### config.mk
export PLATFORM = sky130hd
export DESIGN_NAME = mod_counter_chain
export DESIGN_NICKNAME = d
export VERILOG_FILES = /design/src/rtl/mod_counter_chain_pkg.sv /design/src/rtl/mod_digit.sv /design/src/rtl/mod_counter_chain.sv
export SDC_FILE = /design/constraint.sdc
export NUM_CORES = 1
export LEC_CHECK = 0
export BUFFER_PORTS_ARGS = -buffer_cell sky130_fd_sc_hd__clkbuf_2
export CORE_AREA = 10 10 76 78
export CTS_BUF_LIST = sky130_fd_sc_hd__clkbuf_8
export CTS_CLUSTER_DIAMETER = 50
export DETAILED_ROUTE_END_ITERATION = 12
export DIE_AREA = 0 0 86 88
export GPL_TIMING_DRIVEN = 0
export SLEW_MARGIN = 20
export SYNTH_ARGS = -nofsm -noshare
export SYNTH_HDL_FRONTEND = slang
export SYNTH_SLANG_ARGS = --single-unit
export TNS_END_PERCENT = 5
### constraint.sdc
create_clock -name clk -period 6 [get_ports clk]
set_clock_uncertainty 0.1 [all_clocks]
set_input_delay 0.6 -clock clk [delete_from_list [all_inputs] [get_ports clk]]
set_output_delay 0.6 -clock clk [all_outputs]
set_load 0.02 [all_outputs]
### src/rtl/mod_counter_chain_pkg.sv
// Shared constants and helpers for the cascaded modulo counter.
// Digit width is derived from the modulus so BASE=2..16 packs into 1..4 bits.
package counter_pkg;

  localparam int DEF_DIGITS = 4;
  localparam int DEF_BASE   = 10;

  function automatic int digit_width(input int base);
    int w;
    w = 1;
    while ((1 << w) < base) w++;
    return w;
  endfunction

endpackage

### src/rtl/mod_digit.sv
// One modulo-BASE up/down digit with synchronous load and carry/borrow-out.
// term flags the wrap point for the current direction; carry is term qualified by en.
module mod_digit
  import counter_pkg::*;
#(
  parameter int BASE = DEF_BASE,
  parameter int W    = digit_width(BASE)
) (
  input  logic         clk,
  input  logic         reset,
  input  logic         en,
  input  logic         up,
  input  logic         load,
  input  logic [W-1:0] load_value,
  output logic [W-1:0] count,
  output logic         term,
  output logic         carry
);

  localparam logic [W-1:0] MAX = W'(BASE - 1);

  assign term  = up ? (count == MAX) : (count == '0);
  assign carry = en & term;

  always_ff @(posedge clk) begin
    if (reset) begin
      count <= '0;
    end else if (load) begin
      count <= load_value;
    end else if (en) begin
      if (up) count <= term ? '0 : count + 1'b1;
      else    count <= term ? MAX : count - 1'b1;
    end
  end

endmodule

### src/rtl/mod_counter_chain.sv
// DIGITS cascaded modulo-BASE digits with load clamping, terminal count and wrap pulse.
// Each digit steps only when every lower digit sits at its wrap point this cycle.
module mod_counter_chain
  import counter_pkg::*;
#(
  parameter int DIGITS = DEF_DIGITS,
  parameter int BASE   = DEF_BASE,
  localparam int W     = digit_width(BASE)
) (
  input  logic                clk,
  input  logic                reset,
  input  logic                en,
  input  logic                up,
  input  logic                load,
  input  logic [DIGITS*W-1:0] load_value,
  output logic [DIGITS*W-1:0] count,
  output logic                tc,
  output logic                wrap,
  output logic                load_err
);

  localparam logic [W-1:0] MAX = W'(BASE - 1);

  logic [DIGITS:0]   en_chain;
  logic [DIGITS-1:0] over;
  logic [DIGITS-1:0] term;

  assign en_chain[0] = en;

  for (genvar k = 0; k < DIGITS; k++) begin : g_digit
    logic [W-1:0] raw;
    logic [W-1:0] clamped;

    assign raw     = load_value[k*W +: W];
    assign over[k] = (raw > MAX);
    assign clamped = over[k] ? MAX : raw;

    mod_digit #(.BASE(BASE), .W(W)) u_digit (
      .clk        (clk),
      .reset      (reset),
      .en         (en_chain[k]),
      .up         (up),
      .load       (load),
      .load_value (clamped),
      .count      (count[k*W +: W]),
      .term       (term[k]),
      .carry      (en_chain[k+1])
    );
  end

  // Full-chain terminal count is the carry out of the top digit.
  assign tc = en_chain[DIGITS];

  always_ff @(posedge clk) begin
    if (reset) begin
      wrap     <= 1'b0;
      load_err <= 1'b0;
    end else begin
      wrap     <= ~load & tc;
      load_err <= load & (|over);
    end
  end

endmodule

* After elaboration in Yosys (flattened, before gate mapping)
Index checks and enable logic that the tools add are counted.
** Storage, ports and cells
- Bits in registers :: 18
- Input bits :: 21
- Output and inout bits :: 19
- Logic and storage cells :: 66
** Operators by class
- Add/subtract/negate cells :: 8
- $lt $le $gt $ge :: 4
- Eq/ne operators :: 4
- Muxes and demuxes :: 28
- Bitwise gates (word level) :: 7
- Reductions and logical operators :: 9
** Operators by type and width (count)
- $mux W4 :: 24
- $add A4 B1 Y4 const B :: 4
- $eq A4 B4 Y1 const B :: 4
- $gt A4 B4 Y1 const B :: 4
- $logic_not A4 Y1 :: 4
- $sub A4 B1 Y4 const B :: 4
- $reduce_bool A2 Y1 :: 4
- $and A1 B1 Y1 :: 6
- $mux W1 :: 4
- $reduce_or A4 Y1 :: 1
- $not A1 Y1 :: 1

* Logic depth before layout (Yosys ltp)
- Word-level depth :: 7
- Depth in mapped cells :: 8
- Mapped depth without buffers :: 7

* Modules after synthesis
From an unflattened synthesis, not the netlist that was laid out.
** Unflattened totals
- Cells, all modules :: 221
- Area total of the unflattened synthesis :: 1679.1 um^2
** Modules (own cells, without submodules)
- mod_digit :: instances 4, cells each 49, area each 371.6 um^2, seq. area each 80.1 um^2
- mod_counter_chain :: instances 1, cells each 25, area each 192.7 um^2, seq. area each 40.0 um^2

* Worst setup path before layout
OpenSTA, ideal clock, no wires.
- Path kind :: register to output
- Start point :: register g_digit[0].u_digit.count[0]
- End point :: output port tc
- Data arrival time :: 1853 ps
- Required time :: 5300 ps
- Path slack :: 3447 ps
- Stages on the path, launching flop included :: 7
- Buffers on the path :: 0
- Path through :: dfxtp_1 > inv_1 > ha_1 > or3b_4 > a211oi_4 > nand2_4 > nor2_1
** On the way
- Longest elaborated chain between the ends :: 6
** RTL lines
- start, declared :: line mod_digit.sv:15 : output logic [W-1:0] count,
- start signal, assigned :: line mod_digit.sv:29 : count <= load_value;
- start signal, assigned :: line mod_digit.sv:31 : if (up) count <= term ? '0 : count + 1'b1;
- start signal, assigned :: line mod_digit.sv:32 : else count <= term ? MAX : count - 1'b1;
- $eq A4 B4 Y1 or $logic_not A4 Y1 (tied branches) :: line mod_digit.sv:22 : assign term = up ? (count == MAX) : (count == '0);
- $mux W1 (*) :: line mod_digit.sv:22
- $and A1 B1 Y1 (*) (4 in series) :: line mod_digit.sv:23 : assign carry = en & term;
- end, declared :: line mod_counter_chain.sv:17 : output logic tc,
Every way passes the cells marked *; elsewhere a longest branch is shown, timed or not.

* Worst setup path after layout
Ends and elaborated chain as after synthesis.

==> results.sh <==
export IMPL_layout_cells_most_common_list="clkbuf_2 (38), inv_1 (18), dfxtp_1 (18), nand2_1 (16)"
export IMPL_status="completed"
export IMPL_postRouteAntennaNets=0
export IMPL_wl_mm=4.54
export IMPL_whs_path_depth=3
export IMPL_die_h_um=88
export IMPL_area_growth_pct=19.9
export IMPL_finalSetupTns_ps=0
export IMPL_cts_sinks=18
export IMPL_crit_required_ps=5300
export IMPL_rsz0062_at_grt="false"
export IMPL_p_leak_nw=0.810
export IMPL_arrival_ps=2290
export IMPL_drv_slew=0
export IMPL_dieWidth_um=86
export IMPL_total_power_w=0.000367
export IMPL_reg2reg_to="g_digit[3].u_digit.count[1]"
export IMPL_whs_endpoint="g_digit[2].u_digit.count[2]"
export IMPL_slowest_stage="a211oi_4"
export IMPL_crit_chain="inv_1 > ha_1 > or3b_4 > a211oi_4 > nand2_4 > nor2_1 > clkbuf_2"
export IMPL_dr_first_iter_drc_count=82
export IMPL_min_period_ps=2990
export IMPL_synthDistinctLibCells=50
export IMPL_h_tree_depth=1
export IMPL_grt_pass1_vias=1590
export IMPL_die_area_mm2=0.00757
export IMPL_clk_latency_ps=260
export IMPL_max_freq_mhz=335
export IMPL_start_util_pct=36.3
export IMPL_ys_warn_count=0
export IMPL_r2r_slack_ps=3480
export IMPL_wl_per_cell_um=15.4
export IMPL_drc=0
export IMPL_setup_worst_path_class="flop to primary output"
export IMPL_async_flop_share_pct=0
export IMPL_syn_area_mm2=0.00156
export IMPL_vias=1621
export IMPL_grt_max_degree=11
export IMPL_holdBufCountCts=0
export IMPL_maxCapViolations=0
export IMPL_num_rows=24
export IMPL_root_buffer="clkbuf_8"
export IMPL_viasPerCell=5.49
export IMPL_worst_r2r_cell_count=7
export IMPL_io_pins=40
export IMPL_critPathMaxStageDelay_ps=440
export IMPL_grt_overflow_total=0
export IMPL_cp_end_kind="primary output"
export IMPL_cts_buffers=3
export IMPL_finalSetupViolations=0
export IMPL_final_common_cell="clkbuf_2"
export IMPL_power_density_mw_per_mm2=196
export IMPL_antenna_found_initial=0
export IMPL_max_slew_margin_pct=57.9
export IMPL_worstHoldStart="load_value[10]"
export IMPL_crit_path_start_kind="flop"
export IMPL_syn_inst=201
export IMPL_gp_congestion=0.796
export IMPL_clk_pin_slew_ps=70
export IMPL_grt_pass1_wl_mm=7.65
export IMPL_final_period_utilization_pct=49.8
export IMPL_hold_path_class="input pin to flop"
export IMPL_synth_fp_nets=234
export IMPL_grt_usage_pct=12.2
export IMPL_layout_nets=277
export IMPL_synth_edf_count=0
export IMPL_peakVddDrop_mv=0.107
export IMPL_hold_viol_final=0
export IMPL_drive_gt1_share_pct=21.8
export IMPL_synth_seq_cells=18
export IMPL_io_buffers=38
export IMPL_num_antenna_cells=0
export IMPL_synth_seq_area_share_pct=23.1
export IMPL_first_pass_iters=4
export IMPL_tightest_slew_ps=629
export IMPL_hpwl_mm=3.58
export IMPL_cp_max_fo=9
export IMPL_ctsResizeCount=0
export IMPL_timing_hold_ws_ps=455
export IMPL_synth_flop_cell="dfxtp_1"
export IMPL_crit_reg2reg_launch="g_digit[0].u_digit.count[0]"
export IMPL_post_cts_buffers=0
export IMPL_clk_path_buf_depth=2
export IMPL_coreArea_mm2=0.00429
export IMPL_cts_tree="done"
export IMPL_syn_avg_cell_area_um2=7.75
==> cell families (layout without fill, tap and decap cells) <==
group                      after synthesis  after routing  synth area share [%]
and+or+nand+nor                         68             68                  23.4
adders and majority gates               12             12                  9.64
xor gates and xnor gates                 6              6                  3.37
DFF                                     18             18                  23.1
muxes                                    4              4                  2.65
buffers and inverters                   31             73                  7.71
AOI/OAI and AO/OA                       62             62                  30.1
==> Yosys cell counts, drive strengths merged, types with 3 or more instances <==
master,instances,area (µm²)
dfxtp,18,360
or3,3,18.8
xor2,5,43.8
a221oi,4,35.0
o21bai,3,22.5
nor3,8,40.0
a32o,3,30.0
nand3,10,50.1
inv,18,67.6
buf,4,18.8
nor2b,4,25.0
a211oi,6,57.6
nand2b,3,18.8
o21ai,7,35.0
clkbuf,9,33.8
nand2,17,71.3
nor2,12,45.0
a311oi,6,52.6
ha,12,150
mux2i,3,30.0
nor4b,3,26.3
a21oi,11,55.1
==> report_power, final <==
group	internal, W	switching [W]	leakage, nW
logic	0.0000496	0.0000716	0.633
clock network	0.0000585	0.0000454	0.0288
registers	0.000128	0.0000132	0.149
==> how the worst max path moves through the flow <==
stage                                 from  endpoint  slack (ps)  cells after the start
2_1_floorplan  g_digit[0].u_digit.count[0]        tc        3450                      6
3_3_place_gp                            up        tc        3150                      7
3_5_place_dp                            up        tc        3140                      7
4_1_cts        g_digit[0].u_digit.count[1]        tc        2990                      7
5_1_grt        g_digit[0].u_digit.count[1]        tc        2860                      7
6_report       g_digit[0].u_digit.count[0]        tc        3010                      7
==> stage by stage <==
step                      cell area (µm²)  cells  setup WS [ps]  util (%)
after floorplan                      1560    201           3450         -
after global placement               1810    291           3150      42.2
after detailed placement             1810    291           3140      42.2
after CTS                            1870    295           2990      43.5
after global routing                 1870    295           2860      43.5
final                                1870    295           3010      43.5
==> worst max-delay path: cells and delay by family (launching register included) <==
kind                       cells  cell delay, ps
DFF                            1             400
and+or+nand+nor                3             710
buffers and inverters          2             290
adders and majority gates      1             180
AOI/OAI and AO/OA              1             440
==> routing by layer <==
layer,vias up,routed length [µm],global-route usage (%)
li1,833,-,-
met1,747,2060,14.7
met2,39,2150,20.8
met3,2,307,3.90
met4,0,15,2.25
met5,-,0,0
==> layout make-up <==
type	count	area, µm²
fillers	480	2430
multi-input cells	152	1080
flip-flops and latches	18	360
repair buffers	38	190
inverters	18	67.6
well taps	52	65.1
clock buffers	4	55.1
plain buffers	13	52.6
==> state kept, by name (all words and copies together), names as in the netlist <==
name,count
g_digit.u_digit.count,16
load_err,1
wrap,1
Power figures use the tool's default switching activity.
